**config.mk**
```make
export PLATFORM = sky130hd
export DESIGN_NAME = brcomp_iter
export DESIGN_NICKNAME = d
export VERILOG_FILES = /design/src/rtl/brcomp_iter.sv
export SDC_FILE = /design/constraint.sdc
export NUM_CORES = 1
export LEC_CHECK = 0
export CAP_MARGIN = 20
export CORE_MARGIN = 1.5
export CORE_UTILIZATION = 35
export DETAILED_ROUTE_END_ITERATION = 8
export SLEW_MARGIN = 20
export SYNTH_ARGS = -nofsm -noshare
export SYNTH_HDL_FRONTEND = slang
export SYNTH_SLANG_ARGS = --single-unit
```
**constraint.sdc**
```tcl
create_clock -name i_clk -period 3.5 [get_ports i_clk]
set_input_delay 0.7 -clock i_clk [delete_from_list [all_inputs] [get_ports i_clk]]
set_output_delay 0.7 -clock i_clk [all_outputs]
set_load 0.02 [all_outputs]
```
**src/rtl/brcomp_iter.sv**
```systemverilog
// brcomp_iter: iterative MSB-first chunked branch comparator with funct3 decode.
module brcomp_iter #(
    parameter int XLEN  = 32,
    parameter int CHUNK = 8
) (
    input  logic            i_clk,
    input  logic            i_rst,
    input  logic            i_valid,
    output logic            o_ready,
    input  logic [XLEN-1:0] i_rs1_data,
    input  logic [XLEN-1:0] i_rs2_data,
    input  logic [2:0]      i_funct3,
    input  logic            i_flush,
    output logic            o_valid,
    input  logic            i_ready,
    output logic            o_br_equal,
    output logic            o_br_less,
    output logic            o_br_taken,
    output logic            o_br_illegal
);
    localparam int NCHUNK = XLEN / CHUNK;
    localparam int KW = NCHUNK > 1 ? $clog2(NCHUNK) : 1;
    localparam logic [CHUNK-1:0] MSK = CHUNK'(1) << (CHUNK - 1);

    typedef enum logic [1:0] {IDLE, BUSY, DONE} state_t;

    state_t          state_q, state_d;
    logic [KW-1:0]   k_q, k_d;
    logic [XLEN-1:0] a_q, a_d, b_q, b_d;
    logic [2:0]      f_q, f_d;
    logic            eq_q, eq_d, lt_q, lt_d, tk_q, tk_d, il_q, il_d;
    logic [CHUNK-1:0] ca, cb;
    logic            sgn, last;

    // Only the unsigned-compare modes skip the MSB flip; illegal funct3 compares signed.
    assign sgn  = (k_q == '0) && !(f_q[2] && f_q[1]);
    assign ca   = CHUNK'(a_q >> (XLEN - CHUNK - k_q * CHUNK)) ^ (sgn ? MSK : '0);
    assign cb   = CHUNK'(b_q >> (XLEN - CHUNK - k_q * CHUNK)) ^ (sgn ? MSK : '0);
    assign last = k_q == KW'(NCHUNK - 1);

    assign o_ready      = (state_q == IDLE) && !i_rst;
    assign o_valid      = state_q == DONE;
    assign o_br_equal   = eq_q;
    assign o_br_less    = lt_q;
    assign o_br_taken   = tk_q;
    assign o_br_illegal = il_q;

    always_comb begin
        state_d = state_q;
        k_d     = k_q;
        a_d     = a_q;
        b_d     = b_q;
        f_d     = f_q;
        eq_d    = eq_q;
        lt_d    = lt_q;
        tk_d    = tk_q;
        il_d    = il_q;
        case (state_q)
            IDLE: if (i_valid && !i_flush) begin
                state_d = BUSY;
                k_d     = '0;
                a_d     = i_rs1_data;
                b_d     = i_rs2_data;
                f_d     = i_funct3;
            end
            BUSY: if (i_flush) begin
                state_d = IDLE;
            end else if (ca != cb || last) begin
                state_d = DONE;
                eq_d    = ca == cb;
                lt_d    = ca < cb;
                tk_d    = f_q[2] ? (lt_d ^ f_q[0]) : (!f_q[1] && (eq_d ^ f_q[0]));
                il_d    = !f_q[2] && f_q[1];
            end else begin
                k_d = k_q + 1'b1;
            end
            DONE: state_d = (i_flush || i_ready) ? IDLE : DONE;
            default: state_d = IDLE;
        endcase
    end

    always_ff @(posedge i_clk or posedge i_rst) begin
        if (i_rst) begin
            state_q <= IDLE;
            k_q     <= '0;
            a_q     <= '0;
            b_q     <= '0;
            f_q     <= '0;
            eq_q    <= 1'b0;
            lt_q    <= 1'b0;
            tk_q    <= 1'b0;
            il_q    <= 1'b0;
        end else begin
            state_q <= state_d;
            k_q     <= k_d;
            a_q     <= a_d;
            b_q     <= b_d;
            f_q     <= f_d;
            eq_q    <= eq_d;
            lt_q    <= lt_d;
            tk_q    <= tk_d;
            il_q    <= il_d;
        end
    end
endmodule

```
==> flow_summary.json, run 1 <==
{
  "status": "complete, no violations",
  "crit_path_max_fanout": 9,
  "cts_setup_buffers": 0,
  "gp_congestion": 0.785,
  "synthTopCellsByArea": "dfrtp_1, mux2_2, mux4_2",
  "syn_area_per_cell_um2": 15.0,
  "endpoint_kind": "flop",
  "die_x_um": 103,
  "portBuffers": 77,
  "grt_first_pass_wirelength_um": 11900,
  "finalSetupViolCount": 0,
  "fp.dieH_um": 103,
  "synth_edf_count": 0,
  "totalWireLength_um": 7240,
  "worstSetupEndpoint": "o_br_less",
  "place_hpwl_um": 5360,
  "initial_core_util": 0.361,
  "post-route-period-util": 0.845,
  "power_leakage_uw": 0.00189,
  "netlist_area_um2": 3530,
  "dieArea_um2": 10700,
  "min_period_ps": 2960,
  "diodes": 0,
  "ys_seq_elements": 75,
  "vdd_drop_max_mv": 0.300,
  "finClkSkew_ps": 6.91,
  "ios": 78,
  "synthAdderAreaFrac": 0.0354,
  "route.vias.total": 2199,
  "grt_max_degree": 45,
  "cts_tree": "yes",
  "critPathLaunch": "k_q[1]",
  "final_area_um2": 4690,
  "hold_class": "flop to flop",
  "critPathArrivalTime_ps": 3190,
  "ys_warn_count": 0,
  "antenna_left": 0,
  "utilization": 0.480,
  "synthCells": 236,
  "fillers": 875,
  "final.setup.tns_ps": 0,
  "maxCapViolations": 0,
  "tightest_slew_ps": 765,
  "placed_cells": 443,
  "seq_area_frac_synth": 0.532,
  "synthMuxAreaShare": 0.319,
  "ys.flop_type": "dfrtp_1",
  "row_count": 36,
  "clockBufferDepth": 2,
  "r2r-start": "k_q[1]",
  "required_ps": 3730,
  "numCtsBuffers": 9,
  "core_um2": 9770,
  "grt_pass1_vias": 2331,
  "synth_xor_area_frac": 0.00496,
  "cts_hold_buf": 0,
  "max_freq_ghz": 0.338,
  "syn_to_final_growth_pct": 32.9,
  "path_clk_slew_ps": 80,
  "reg2reg_depth": 7,
  "r2r_end": "o_br_less",
  "synth_top_family_by_area": "multiplexers",
  "antenna_found_initial": 0,
  "synth-compound-area-share": 0.0369,
  "clk_latency_ps": 350,
  "cp-start-kind": "flop",
  "yosysTopAreaCell": "dfrtp_1",
  "cts.repair.resized": 0,
  "synth-simple-area-share": 0.0401,
  "async_flop_share": 1.00,
  "synth_nets": 318,
  "synth_top_area_share": 0.532,
  "htreeDepth": 3,
  "clock_sinks": 75,
  "yosys-top-cells-count": "dfrtp_1, mux2_2, mux4_2",
  "rsz0062_at_grt": "no",
  "yosysMostFrequentCell": "dfrtp_1",
  "fin_nets": 403,
  "ys_types": 34,
  "wl_per_cell_um": 15.8,
  "power.density_nw_per_um2": 747,
  "slew_violations": 0,
  "instances_no_fill": 459,
  "drtIter0Drc": 50,
  "grt_overflow": 0,
  "path_class": "flop to flop",
  "drive_gt1_frac": 0.347,
  "vias_per_cell": 4.79,
  "final_hold_viol_count": 0,
  "grt_usage": 0.150,
  "dr.pass1.iters": 3,
  "drc": 0,
  "cts_root_buf": "clkbuf_8",
  "rrSetupSlack_ps": 540,
  "slew_headroom": 0.489,
  "placed_area_um2": 4460
}
critical path: stages, from the launching register on:
cell	delay, ps
dfrtp_1	640
mux4_2	590
xor2_1	160
ha_1	340
nand4_1	160
or2_1	320
o21ai_2	260
mux2_2	380
stage by stage:
step | hold WS [ps] | total power, uW | setup WS [ps]
final | 497 | 3500 | 544
after CTS | 502 | 3560 | 526
after global placement | 481 | 2760 | 617
after floorplan | 475 | 2390 | 602
after global routing | 524 | 3770 | 308
after detailed placement | 484 | 2790 | 550
power breakdown:
group	internal, uW	leakage (uW)	switching (uW)
registers	1200	0.000885	211
clock network	421	0.000108	322
logic	794	0.000896	554
metal layers:
layer | global-route usage | wire, um | vias to the layer above
met3 | 0.0470 | 374 | 10
met5 | 0 | 0 | -
met1 | 0.189 | 3220 | 1101
li1 | - | - | 1038
met4 | 0.0478 | 111 | 0
met2 | 0.245 | 3530 | 50
layout by cell type, fill, tap and decap left out, drive strengths merged, types with 3 or more instances in the layout:
master | netlist | routed
nand2 | 5 | 5
clkdlybuf4s50 | 0 | 77
mux4 | 16 | 16
a21oi | 5 | 5
dfrtp | 75 | 75
o21ai | 6 | 6
inv | 13 | 12
nor2 | 4 | 4
buf | 10 | 8
clkinv | 0 | 3
clkbuf | 1 | 10
ha | 10 | 10
mux2 | 68 | 68
cell families (layout without fill, tap and decap cells):
logic type / after synthesis / count (layout)
simple gates: 22 / 22
fa+ha+maj: 10 / 10
compound gates: 19 / 19
xor+xnor: 2 / 2
flops: 75 / 75
mux: 84 / 84
buf+inv: 24 / 114
cell type report:
| class | instances | area, um2 | area share |
|---|---|---|---|
| tap | 133 | 166 | 0.0355 |
| clock buffer | 10 | 138 | 0.0293 |
| clock inverter | 6 | 88.8 | 0.0189 |
| inverter | 13 | 50.0 | 0.0107 |
| multi-input combinational | 137 | 1540 | 0.328 |
| timing repair buffer | 85 | 831 | 0.177 |
| sequential | 75 | 1880 | 0.400 |
worst min-delay path by stage:
stage                            start      endpoint  slack, ps  depth (start not counted)
final                     o_br_illegal  o_br_illegal        500                          2
after global routing            a_q[3]        a_q[3]        520                          1
after CTS                 o_br_illegal  o_br_illegal        500                          2
after detailed placement  o_br_illegal  o_br_illegal        480                          2
after global placement    o_br_illegal  o_br_illegal        480                          2
after floorplan                a_q[17]       a_q[17]        480                          1
flip-flops by register name, summed over array words and instances, names as in the netlist:
register and cells:
a_q 32, b_q 32, f_q 3, k_q 2
o_br_equal 1, o_br_illegal 1, o_br_less 1, o_br_taken 1
state_q 2
No activity file was read; power rests on OpenSTA's default activity.
==> run 2: changes to the inputs <==
clock period = 3 ns   (was 3.5 ns; I/O delays follow)
==> run 2 against run 1 <==
- power increased by 16%
- critical path depth increased by 2
- non-clock buffer count unchanged
- wire length decreased by 2.4%
- critical endpoint is now o_br_taken
- global-route usage decreased by 0.46 points
- final cell count unchanged
- sequential share of layout area decreased by 0.13 points
- clock power increased by 13%
- utilization increased by 0.15 points
- cell area increased by 0.32%
==> flow_summary.json, run 2 (synthesized netlist as in run 1, its figures left out) <==
{
  "max_freq_ghz": 0.361,
  "clockPowerShare": 0.206,
  "r2r-start": "k_q[1]",
  "grt_pass1_vias": 2347,
  "reg2reg_depth": 9,
  "hold_depth": 2,
  "dieArea_um2": 10700,
  "diodes": 0,
  "swShare": 0.310,
  "fillers": 900,
  "cts_tree": "yes",
  "place_hpwl_um": 5260,
  "clock_sinks": 75,
  "dr.pass1.iters": 4,
  "power.density_nw_per_um2": 864,
  "wl_met3_um": 310,
  "vdd_drop_max_mv": 0.311,
  "rrSetupSlack_ps": 230,
  "tightest_slew_ps": 788,
  "ios": 78,
  "endpoint_kind": "flop",
  "clockBufferDepth": 2,
  "cts_setup_buffers": 0,
  "portBuffers": 77,
  "grt_first_pass_wirelength_um": 11500,
  "post-route-period-util": 0.923,
  "min_period_ps": 2770,
  "path_clk_slew_ps": 80,
  "antenna_left": 0,
  "syn_to_final_growth_pct": 33.3,
  "grt_overflow": 0,
  "layout_commonest_cell": "clkdlybuf4s50_1",
  "row_count": 36,
  "p_sw_uw": 1260,
  "numCtsBuffers": 9,
  "clk_latency_ps": 340,
  "drc": 0,
  "met1_length_um": 3210,
  "top_regs": "a_q: 32 flops, b_q: 32 flops, f_q: 3 flops",
  "route.vias.total": 2176,
  "status": "complete, no violations",
  "drive_gt1_frac": 0.347,
  "power_leakage_uw": 0.00189,
  "highest_layer": "met4",
  "hold_class": "flop to flop",
  "initial_core_util": 0.361,
  "maxCapViolations": 0,
  "wl_met2_um": 3430,
  "r2r_end": "o_br_taken",
  "layout_common_cells": "clkdlybuf4s50_1, dfrtp_1, mux2_2",
  "die_x_um": 103,
  "finClkSkew_ps": 5.01,
  "drtIter0Drc": 55,
  "antenna_found_initial": 0,
  "gp_congestion": 0.771,
  "finalSetupViolCount": 0,
  "final_area_um2": 4710,
  "path_class": "flop to flop",
  "core_um2": 9770,
  "cts_hold_buf": 0,
  "critPathArrivalTime_ps": 3010,
  "cts.repair.resized": 0,
  "crit_path_max_fanout": 9,
  "fp.dieH_um": 103,
  "wl_per_cell_um": 15.4,
  "power.internal_uw": 2810,
  "worstSetupEndpoint": "o_br_taken",
  "grt_usage": 0.145,
  "critPathLaunch": "k_q[1]",
  "power_frac_seq": 0.404,
  "final_hold_viol_count": 0,
  "cts_root_buf": "clkbuf_8",
  "required_ps": 3240,
  "fin_nets": 403,
  "placed_area_um2": 4490,
  "htreeDepth": 3,
  "cp-start-kind": "flop",
  "rsz0062_at_grt": "no",
  "p_comb_frac": 0.390,
  "grt_max_degree": 58,
  "slew_headroom": 0.474,
  "vias_per_cell": 4.74,
  "totalWireLength_um": 7060,
  "slew_violations": 0,
  "final.setup.tns_ps": 0
}
[run 2: worst min-delay path by stage]
stage	endpoint	startpoint	slack [ps]
after floorplan	a_q[17]	a_q[17]	480
after global placement	o_br_illegal	o_br_illegal	480
after detailed placement	o_br_illegal	o_br_illegal	480
after CTS	o_br_illegal	o_br_illegal	490
after global routing	o_br_illegal	o_br_illegal	520
final	o_br_illegal	o_br_illegal	490
[run 2: area by class of cell]
type | instances | area [um2] | area share
clock buffers | 9 | 124 | 0.0263
repair buffers | 85 | 856 | 0.182
well taps | 133 | 166 | 0.0354
flip-flops and latches | 75 | 1880 | 0.399
inverters | 13 | 50.0 | 0.0106
clock inverters | 7 | 92.6 | 0.0197
multi-input cells | 137 | 1540 | 0.327
[run 2: per-layer routing]
| metal | vias to the layer above | GRT usage |
|---|---|---|
| met5 | - | 0 |
| met4 | 0 | 0.0499 |
| met3 | 9 | 0.0370 |
| met2 | 46 | 0.236 |
| met1 | 1088 | 0.189 |
| li1 | 1033 | - |
[run 2: power groups by stage]
stage / combinational [uW] / sequential (uW) / clock [uW]
4_1_cts: 1610 / 1650 / 862
2_1_floorplan: 1200 / 1590 / 0
3_5_place_dp: 1600 / 1670 / 0
6_report: 1580 / 1640 / 837
3_3_place_gp: 1570 / 1670 / 0
5_1_grt: 1770 / 1700 / 905
[run 2: through the flow]
stage / setup slack, ps / instances / power [uW] / hold slack (ps) / util
after floorplan: 102 / 236 / 2790 / 475 / -
after global placement: 318 / 443 / 3240 / 485 / 0.459
after detailed placement: 269 / 443 / 3270 / 476 / 0.459
after CTS: 237 / 459 / 4120 / 494 / 0.481
after global routing: 44.3 / 459 / 4380 / 516 / 0.481
final: 232 / 459 / 4070 / 493 / 0.481
[run 2: critical path, cell delays in order, from the launching register on]
cell and delay [ps]:
dfrtp_1 460, buf_4 240, mux4_2 510, ha_1 320, nor2b_1 130, o211ai_1 150
a21oi_1 100, a2111oi_2 500, o31a_1 200, nand2_1 50
